===== src/rtl/bfm_link_1_1.sv =====
// bfm_link_1_1: point-to-point link model between a via output port and a
// downstream via input port. Accepts flits, drops those not addressed to
// NODE, buffers the rest with an arrival timestamp and presents each one
// downstream no earlier than LATENCY cycles after acceptance. Enqueued
// flits are checked for a consistent dst field and per-source counter
// continuity; any violation sets a sticky error flag.
//
// Optional feature: define BFM_LINK_STALL_EN to force in_ready_out low on
// every STALL_PERIOD-th cycle (cycle mod STALL_PERIOD == STALL_PERIOD-1).
module bfm_link_1_1 #(
    parameter int WIDTH        = 32,
    parameter int N            = 16,
    parameter int N_ADDR_WIDTH = $clog2(N),
    parameter int NODE         = 1,
    parameter int DEPTH        = 4,
    parameter int LATENCY      = 2,
    parameter int STALL_PERIOD = 4
) (
    input  logic                    clk,
    input  logic                    rst,
    input  logic [WIDTH-1:0]        in_data_in,
    input  logic [N_ADDR_WIDTH-1:0] in_dest_in,
    input  logic                    in_valid_in,
    output logic                    in_ready_out,
    output logic [WIDTH-1:0]        out_data_out,
    output logic                    out_valid_out,
    input  logic                    out_ready_in,
    output logic                    err_out,
    output logic [15:0]             pkt_count_out,
    output logic [15:0]             drop_count_out
);

    localparam int A  = N_ADDR_WIDTH;
    localparam int C  = WIDTH - 2*A - 8;
    localparam int PW = $clog2(DEPTH);

    logic [15:0]      cycle;
    logic [15:0]      cycle_next;
    logic [WIDTH-1:0] fifo_data [DEPTH];
    logic [15:0]      fifo_ts   [DEPTH];
    logic [PW-1:0]    rd_ptr;
    logic [PW-1:0]    wr_ptr;
    logic [PW:0]      occ;
    logic [PW:0]      occ_next;
    logic             ready_next;

    logic [N-1:0]     seq_valid;
    logic [C-1:0]     seq_last [N];

    logic [A-1:0]     hdr_src;
    logic [A-1:0]     hdr_dst;
    logic [C-1:0]     hdr_cnt;
    logic             hdr_bad;
    logic             seq_bad;

    logic             accept;
    logic             for_me;
    logic             push;
    logic             drop;
    logic             xfer;
    logic [PW-1:0]    cand_ptr;
    logic             cand_avail;
    logic [15:0]      cand_age;
    logic             load;

    assign hdr_src = in_data_in[WIDTH-1 -: A];
    assign hdr_dst = in_data_in[WIDTH-1-A -: A];
    assign hdr_cnt = in_data_in[C-1:0];

    assign accept = in_valid_in & in_ready_out;
    assign for_me = (in_dest_in == A'(NODE));
    assign push   = accept & for_me;
    assign drop   = accept & ~for_me;
    assign xfer   = out_valid_out & out_ready_in;

    assign hdr_bad = (hdr_dst != in_dest_in);
    assign seq_bad = seq_valid[hdr_src] && (hdr_cnt != seq_last[hdr_src] + C'(1));

    // The presented flit stays in the FIFO until it transfers, so the
    // load candidate is the entry behind it when a transfer pops the head.
    assign cand_ptr   = xfer ? rd_ptr + PW'(1) : rd_ptr;
    assign cand_avail = xfer ? (occ > (PW+1)'(1)) : (occ != '0);
    assign cand_age   = cycle - fifo_ts[cand_ptr];
    assign load       = (~out_valid_out | xfer) & cand_avail & (cand_age >= 16'(LATENCY));

    assign cycle_next = cycle + 16'd1;

    // Occupancy after this edge's enqueue and dequeue, and the ready it implies.
    always_comb begin
        occ_next = occ;
        if (push && !xfer) begin
            occ_next = occ + (PW+1)'(1);
        end else if (!push && xfer) begin
            occ_next = occ - (PW+1)'(1);
        end
`ifdef BFM_LINK_STALL_EN
        ready_next = (occ_next < (PW+1)'(DEPTH)) &&
                     ((cycle_next % 16'(STALL_PERIOD)) != 16'(STALL_PERIOD - 1));
`else
        ready_next = (occ_next < (PW+1)'(DEPTH));
`endif
    end

    // Free-running cycle counter used for timestamps.
    always_ff @(posedge clk or posedge rst) begin
        if (rst) begin
            cycle <= '0;
        end else begin
            cycle <= cycle_next;
        end
    end

    // FIFO storage; emptiness is tracked by the pointers, so no reset here.
    always_ff @(posedge clk) begin
        if (push) begin
            fifo_data[wr_ptr] <= in_data_in;
            fifo_ts[wr_ptr]   <= cycle;
        end
    end

    // FIFO pointers, occupancy and registered ingress ready.
    always_ff @(posedge clk or posedge rst) begin
        if (rst) begin
            wr_ptr       <= '0;
            rd_ptr       <= '0;
            occ          <= '0;
            in_ready_out <= 1'b0;
        end else begin
            if (push) begin
                wr_ptr <= wr_ptr + PW'(1);
            end
            if (xfer) begin
                rd_ptr <= rd_ptr + PW'(1);
            end
            occ          <= occ_next;
            in_ready_out <= ready_next;
        end
    end

    // Egress register: load the next eligible head, hold while stalled.
    always_ff @(posedge clk or posedge rst) begin
        if (rst) begin
            out_valid_out <= 1'b0;
            out_data_out  <= '0;
        end else if (load) begin
            out_valid_out <= 1'b1;
            out_data_out  <= fifo_data[cand_ptr];
        end else if (xfer) begin
            out_valid_out <= 1'b0;
        end
    end

    // Sequence table validity and sticky error flag.
    always_ff @(posedge clk or posedge rst) begin
        if (rst) begin
            seq_valid <= '0;
            err_out   <= 1'b0;
        end else if (push) begin
            seq_valid[hdr_src] <= 1'b1;
            if (hdr_bad || seq_bad) begin
                err_out <= 1'b1;
            end
        end
    end

    // Last counter seen per source; only meaningful where seq_valid is set.
    always_ff @(posedge clk) begin
        if (push) begin
            seq_last[hdr_src] <= hdr_cnt;
        end
    end

    // Delivered and dropped flit counters, wrapping at 16 bits.
    always_ff @(posedge clk or posedge rst) begin
        if (rst) begin
            pkt_count_out  <= '0;
            drop_count_out <= '0;
        end else begin
            if (xfer) begin
                pkt_count_out <= pkt_count_out + 16'd1;
            end
            if (drop) begin
                drop_count_out <= drop_count_out + 16'd1;
            end
        end
    end

endmodule


===== config.mk =====
export PLATFORM = sky130hd
export DESIGN_NAME = bfm_link_1_1
export DESIGN_NICKNAME = d
export VERILOG_FILES = /design/src/rtl/bfm_link_1_1.sv
export SDC_FILE = /design/constraint.sdc
export NUM_CORES = 1
export LEC_CHECK = 0
export CAP_MARGIN = 20
export CORE_MARGIN = 5
export CORE_UTILIZATION = 40
export DETAILED_ROUTE_END_ITERATION = 12
export GPL_TIMING_DRIVEN = 0
export PLACE_DENSITY = 0.56
export SYNTH_ARGS = -nofsm -noshare
export SYNTH_HDL_FRONTEND = slang
export SYNTH_SLANG_ARGS = --single-unit

===== constraint.sdc =====
create_clock -name clk -period 7.1 [get_ports clk]
set_input_delay 1.065 -clock clk [delete_from_list [all_inputs] [get_ports clk]]
set_output_delay 1.065 -clock clk [all_outputs]
set_load 0.05 [all_outputs]

== Word-level counts from Yosys, hierarchy flattened ==
Memories as Yosys holds them, arrays and structs flattened. A register that Yosys moved wholly into a read port is not among the register bits.
Index checks and enable logic that the tools add are counted.
Word-level totals
  register bits after elaboration: 74
  bits in writable memories: 448
  input bits: 40
  memories kept: 3
Cells by class
  $add $sub $neg: 9
  $lt $le $gt $ge: 5
  equal/unequal tests: 3
  muxes and demuxes: 12
  bitwise logic cells: 10
  reduce and logical (&&, ||, !) cells: 10
Memory list
  seq_last: depth 16, width 16, rd ports 1, clocked after Yosys merged registers in 0, write ports 1, line 48  | logic [C-1:0] seq_last [N];
  fifo_data: depth 4, width 32, rd ports 1, clocked after Yosys merged registers in 1, write ports 1, line 39  | logic [WIDTH-1:0] fifo_data [DEPTH];
  fifo_ts: depth 4, width 16, rd ports 1, clocked after Yosys merged registers in 0, write ports 1, line 40  | logic [15:0] fifo_ts [DEPTH];
Operators with widths (number)
  $add A16 B1 Y16 const B: 4
  $ge A16 B2 Y1 const B: 1
  $ne A16 B16 Y1: 1
  $or A16 B16 Y16: 1
  $sub A16 B16 Y16: 1
  $mux W1: 7
  $and A1 B1 Y1: 6
  $mux W3: 2
  $lt A4 B5 Y1 const B: 1
  $add A2 B1 Y2 const B: 2
  $bmux W1 S4: 1
  $demux W1 S4: 1
  $eq A4 B1 Y1 const B: 1
  $ge A4 B1 Y1 const B: 1
  $logic_and A1 B1 Y1: 4
  $ne A4 B4 Y1: 1
  $add A3 B1 Y3 const B: 1
  $gt A3 B1 Y1 const B: 1
  $lt A3 B3 Y1 const B: 1
  $reduce_bool A3 Y1: 1
  $sub A3 B1 Y3 const B: 1
  $logic_not A1 Y1: 2
  $mux W2: 1
  $not A1 Y1: 2
  4 further kinds: 4

== Logic depth before layout (Yosys ltp) ==
  word-level depth: 7
  gate-level depth with buffers: 22

== Worst setup path before layout ==
No wires, ideal clock.
  path type: input to register
  start: input port out_ready_in
  end: register out_data_out[10] (read register of fifo_data)
  library setup time: 0.125 ns
  arrival: 5.414 ns
  required time: 6.975 ns
  setup slack: 1.561 ns
  cell stages on the path: 20
  cell sequence: and2_1 -> clkbuf_1 -> xnor2_2 -> inv_2 -> buf_1 -> mux4_2 -> ha_1 -> inv_1 -> fa_1 -> a21oi_1 -> o221ai_1 -> a2111oi_0 -> nand4b_1 -> a311oi_1 -> and4_1 -> nand4_1 -> o21a_1 -> buf_2 -> buf_2 -> mux2_2
Between the ends
  word-level cells in the longest chain between the ends: 6
  elaborated cells on any way between the ends: 9
  classes of those cells: 1 x add/sub; 1 x order compare; 2 x mux; 4 x bitwise; 1 x memory
Ends and longest elaborated chain
  start: declaration: line 27  | input logic out_ready_in,
  $and A1 B1 Y1 (*): line 74  | assign xfer = out_valid_out & out_ready_in;
  net xfer: line 60  | logic xfer;
  $mux W2 (*)
  net cand_ptr[0]: line 61  | logic [PW-1:0] cand_ptr;
  $mem_v2 Z4 W16
  $sub A16 B16 Y16: line 83  | assign cand_age = cycle - fifo_ts[cand_ptr];
  $ge A16 B2 Y1: line 84  | assign load = (~out_valid_out | xfer) & cand_avail & (cand_age >= 16'(LATENCY));
  $and A1 B1 Y1: line 84
  end: declaration: line 25  | output logic [WIDTH-1:0] out_data_out,
The timed path passes the listed nets; every way through them passes the cells marked *.
A chain may end at the register's enable or synchronous reset.

== Worst setup path in the final report ==
  start: input port out_ready_in
  end: register out_data_out[23] (read register of fifo_data)
The elaborated chain is that of the path after synthesis.

==> results.md <==
- The worst-case IR drop observed on VDD is ~0.00021 V.
- Buffers inserted during clock tree synthesis total 58.
- The arrival time at the worst endpoint is 6.97 ns.
- The width of the die is between 200 and 250 µm.
- The endpoint identified for the worst register-to-register timing path is out_data_out[23]$_DFFE_PP0P_.
- On the final layout, the worst clock skew is 0.02489 ns.
- Across the run, the number of max-cap violations was 0.
- The buffer count from post-CTS setup fixing is 0.
- Power comes to between 0.009 and 0.01 W.
- The synthesized design devotes to its leading area cell type roughly 60% of total area.
- The estimated wirelength of the detail-placed design is between 30 and 40 mm.
- The total DRC errors in the routed layout is 0.
- The total via count in the routed design is ~11,000.
- The global-route usage over all layers is between 10% and 20%.
- In this run the remaining antenna-violating nets after routing total 0.
- Summed over all cells, the static leakage comes to ~9.2 nW.
- The first global-routing pass estimated between 70 and 80 mm of wire.
- The net count after synthesis is 1,261.
- Each instance of the synthesized netlist takes up on average 18.84 µm².
- The die area is roughly 0.061 mm².
- The clock tree from TritonCTS is yes.
- In this run the tightest slew margin relative to its limit is 34.22%.
- The count of buffers added on input and output ports is 106.
- The setup path with the least slack is of type in -> reg.
- The core region is between 0.05 and 0.06 mm².
- The via count of the first global-routing pass was ~12,000.
- The type of the tightest min-delay check is reg -> reg.
- The maximum fanout along the worst path is 10.
- The post-route minimum period is 6.470 ns.
- The final-report setup violation count is 0.
- Measured in cells, the most critical reg-to-reg path has a length of 20.
- Compared with the post-synthesis result, the final layout area differs by 18.70%.
- The endpoint with the worst hold slack is seq_valid[14]$_DFFE_PP0P_.
- For this block, the routed nets add up to around 50 mm of wire.
- Dividing total power by cell area gives a power density of ~340 mW/mm².
- Entering global routing, the biggest net connects 62 pins.
- The initial antenna violation count is 2.
- For this configuration, the core starts out at a cell density of between 40% and 50%.
- The wire length on met2 is ~25 mm.
- The slowest cell on the critical path is sky130_fd_sc_hd__buf_1.
- The number of sinks driven by the clock tree is around 550.
- In this run the count of I/O pins placed on the die edge is about 110.
- The root buffer cell is sky130_fd_sc_hd__clkbuf_16.
- The met3 routed wirelength is around 2.3 mm.
- The most numerous cell type found on the critical path is sky130_fd_sc_hd__buf_2.
- The final count of hold timing violations is 0.
- The pre-antenna-repair detailed-routing pass consisted of 5 iterations.
- The number of fill cells in the layout is around 4,700.
- The mapped netlist covers about 0.022 mm².
- The portion of the post-synthesis area used by sequential elements is 71.78%.
- The final net count is between 1,000 and 1,500.
- The distinct cell type count of the synthesized netlist is 67.
- The flow ran to the end, and the final reports show no timing, DRC or antenna violations.
- The startpoint identified for the worst hold timing path is seq_valid[14]$_DFFE_PP0P_.
- The largest buffer count on any clock path is 3.
- Dividing the detail-routed wire length by the instance count gives around 23 µm.
- The actual transition at the worst max-transition pin is roughly 1 ns.
- In this run, synthesis inferred approximately 450 flip-flops with an integrated enable.
- The synthesized design contains 554 register bits.
- The die is ~250 µm tall.
- After clock tree synthesis, the clock-pin slew on the worst setup and hold paths is ~0.060 ns.
- The signal on the critical path passes through clkdlybuf4s50_1, and2_1, clkbuf_1, xnor2_2, inv_2, buf_1, mux4_2, ha_1, inv_1, fa_1, a21oi_1, o221ai_1, a2111oi_0, nand4b_1, a311oi_1, and4_1, nand4_1, o21a_1, buf_2, buf_2, mux2_2.
- Setup repair after global routing left no endpoint under its margin.
- The max-slew violation total from the final report is 0.
- The final core utilization is roughly half.
- Counting instances, the worst hold path has a depth of 1.
- The sort of element at the end of the critical path is a flop.
- The minimum hold slack is 0.4610 ns.
- Dividing the detail-routed via count by the number of cells gives ~5.2.
- The pre-CTS worst setup slack is -0.3682 ns.
- The launching point of the worst reg2reg path is out_valid_out$_DFFE_PP0P_.
- The detailed router used layers up to and including met4.
- After synthesis, the share of flip-flops with an asynchronous set or reset is between 10% and 20%.
- The floorplan has between 80 and 90 rows.
- In the final timing run, aggregate negative setup slack is 0 ns.
- The total grt overflow is 0.
- The H-tree depth reported by CTS is 2.
- Cells with a size suffix above 1 make up between 20% and 30% of the layout.
- Broken down by cell family, the worst path's largest delay share belongs to buffers and inverters.
- The required time at the worst-slack endpoint is between 7 and 8 ns.
- Synthesis handed over a netlist of 1,191 instances.
- The cell taking the most area after synthesis is sky130_fd_sc_hd__edfxtp_1.
- For this run, the number of Yosys warnings is 0.
- The kind of start point of the critical path is an input port.
- The number of buffer and inverter stages on the critical path is 7.
- The highest achievable clock rate is roughly 0.15 GHz.
- The congestion estimate from routability-driven global placement came to 0.8083.
- Hold repair after CTS inserted 0 buffers.
- The number of violations reported at the end of detailed-routing iteration 0 is 840.
- The later-pin clock latency in the skew report is 0.62 ns.
- For this run, the leading register cell type out of synthesis is sky130_fd_sc_hd__edfxtp_1.
- In this design, the stage delay of the slowest critical-path cell is approximately 0.73 ns.
- The length of routed wiring on met1 is between 20 and 25 mm.
- The fraction of the cycle the final worst path needs is between 90 and 100%.
- In this run the register-to-register setup slack is 1.12 ns.
- By area the synthesized netlist is led by sky130_fd_sc_hd__edfxtp_1 (60%), sky130_fd_sc_hd__dfrtp_1 (12%), sky130_fd_sc_hd__mux4_2 (11%).
- After layout, the worst setup slack is 0.6303 ns.
==> worst register-to-register path, stage by stage, from the launching register on <==
cell and delay, ns:
sky130_fd_sc_hd__dfrtp_1 0.42, sky130_fd_sc_hd__and2_1 0.14, sky130_fd_sc_hd__clkbuf_1 0.42, sky130_fd_sc_hd__xnor2_2 0.27, sky130_fd_sc_hd__inv_2 0.29, sky130_fd_sc_hd__buf_1 0.73, sky130_fd_sc_hd__mux4_2 0.62, sky130_fd_sc_hd__ha_1 0.22
sky130_fd_sc_hd__inv_1 0.07, sky130_fd_sc_hd__fa_1 0.42, sky130_fd_sc_hd__a21oi_1 0.12, sky130_fd_sc_hd__o221ai_1 0.11, sky130_fd_sc_hd__a2111oi_0 0.31, sky130_fd_sc_hd__nand4b_1 0.14, sky130_fd_sc_hd__a311oi_1 0.29, sky130_fd_sc_hd__and4_1 0.24
sky130_fd_sc_hd__nand4_1 0.13, sky130_fd_sc_hd__o21a_1 0.19, sky130_fd_sc_hd__buf_2 0.16, sky130_fd_sc_hd__buf_2 0.24, sky130_fd_sc_hd__mux2_2 0.32
==> what timing repair did <==
item	CTS	global route
hold endpoints to repair	0	0
gates resized for setup	0	3
setup endpoints to repair	0	29
==> worst max path at each step <==
| stage | from | endpoint | slack (ns) | depth (start not counted) |
|---|---|---|---|---|
| 3_3_place_gp | out_ready_in | out_data_out[23]$_DFFE_PP0P_ | -0.30 | 22 |
| 5_1_grt | out_ready_in | out_data_out[24]$_DFFE_PP0P_ | 0.006 | 21 |
| 4_1_cts | out_ready_in | out_data_out[23]$_DFFE_PP0P_ | 0.28 | 22 |
| 6_report | out_ready_in | out_data_out[23]$_DFFE_PP0P_ | 0.63 | 21 |
| 3_5_place_dp | out_ready_in | out_data_out[23]$_DFFE_PP0P_ | -0.37 | 22 |
| 2_1_floorplan | out_ready_in | out_data_out[10]$_DFFE_PP0P_ | 1.56 | 20 |
==> area by class of cell <==
class | instances | area, µm² | area share, %
Tap cell | 748 | 935.9 | 3.514
Antenna cell | 2 | 5.005 | 0.01879
Inverter | 37 | 143.9 | 0.5403
Multi-Input combinational cell | 562 | 6018 | 22.60
Clock buffer | 77 | 1594 | 5.985
Timing Repair Buffer | 121 | 1306 | 4.905
Sequential cell | 554 | 16110 | 60.47
Clock inverter | 29 | 256.5 | 0.9631
Buffer | 38 | 267.8 | 1.005
==> metrics by stage <==
step / std cells / instance area, µm²
after floorplan: 1191 / 22440
after global placement: 2045 / 24430
after detailed placement: 2060 / 24780
after CTS: 2166 / 26630
after global routing: 2167 / 26630
final: 2168 / 26630
==> cells in the mapped netlist (3+ instances only) <==
cell type                  number
sky130_fd_sc_hd__buf_1          6
sky130_fd_sc_hd__xor2_1        20
sky130_fd_sc_hd__xnor2_1       52
sky130_fd_sc_hd__buf_2         13
sky130_fd_sc_hd__buf_12         4
sky130_fd_sc_hd__nor2_1        43
sky130_fd_sc_hd__or3_1          3
sky130_fd_sc_hd__and2_1         8
sky130_fd_sc_hd__mux2_2        34
sky130_fd_sc_hd__a31oi_1        3
sky130_fd_sc_hd__ha_1          29
sky130_fd_sc_hd__nor2b_1        5
sky130_fd_sc_hd__nand3_1       19
sky130_fd_sc_hd__o211ai_1       5
sky130_fd_sc_hd__nand2b_1       4
sky130_fd_sc_hd__o21ai_0       14
sky130_fd_sc_hd__edfxtp_1     448
sky130_fd_sc_hd__or2_2         17
sky130_fd_sc_hd__a22oi_1       17
sky130_fd_sc_hd__inv_1         35
sky130_fd_sc_hd__a21oi_1       19
sky130_fd_sc_hd__clkbuf_1       9
sky130_fd_sc_hd__buf_6          3
sky130_fd_sc_hd__dfrtp_1      106
sky130_fd_sc_hd__o21a_1         4
sky130_fd_sc_hd__mux4_2       109
sky130_fd_sc_hd__mux4_1        10
sky130_fd_sc_hd__mux2i_1       13
sky130_fd_sc_hd__and3_1        10
sky130_fd_sc_hd__nand4_1       18
sky130_fd_sc_hd__nor4_1         4
sky130_fd_sc_hd__nor3_1        13
sky130_fd_sc_hd__nand2_1       47
sky130_fd_sc_hd__and4_1         3
sky130_fd_sc_hd__a211oi_1       3
sky130_fd_sc_hd__xnor2_2        3
==> routing by layer <==
| layer | vias up | track usage (%) |
|---|---|---|
| met3 | 55 | 2.756 |
| met4 | 0 | 3.955 |
| met5 | - | 0 |
| met2 | 243 | 27.48 |
| li1 | 5092 | - |
| met1 | 5943 | 22.24 |
==> state kept, by name, indices dropped and copies added (netlist names) <==
signal	count
cycle	16
fifo_ts	64
err_out	1
fifo_data	128
wr_ptr	2
drop_count_out	16
out_data_out	32
seq_valid	16
rd_ptr	2
occ	3
in_ready_out	1
seq_last	256
pkt_count_out	16
out_valid_out	1
==> cells by family after synthesis <==
logic type / count (synthesis) / synth area share, %
flops: 554 / 71.78
simple gates: 205 / 4.679
mux: 167 / 14.46
compound gates: 85 / 2.548
xor+xnor: 75 / 3.028
buf+inv: 75 / 1.801
fa+ha+maj: 30 / 1.706
==> power breakdown <==
| group | switching [W] | total [W] | leakage, nW | internal, W |
|---|---|---|---|---|
| sequential | 0.000142 | 0.00384 | 5.31 | 0.00370 |
| combinational | 0.00130 | 0.00228 | 2.96 | 0.000976 |
| clock | 0.00122 | 0.00294 | 0.901 | 0.00171 |
| total | 0.00267 | 0.00906 | 9.17 | 0.00639 |
==> cells in the final DEF (no fill, tap or decap), drive strengths merged, types with 24 or more instances in the layout <==
cell type / synthesis / final
edfxtp: 448 / 448
mux4: 119 / 119
dfrtp: 106 / 106
clkdlybuf4s50: 0 / 106
clkbuf: 9 / 88
xnor2: 55 / 55
nand2: 48 / 48
nor2: 43 / 43
buf: 29 / 42
inv: 36 / 36
mux2: 34 / 34
ha: 29 / 29
clkinv: 1 / 24
(Power assumes the default switching activity.)
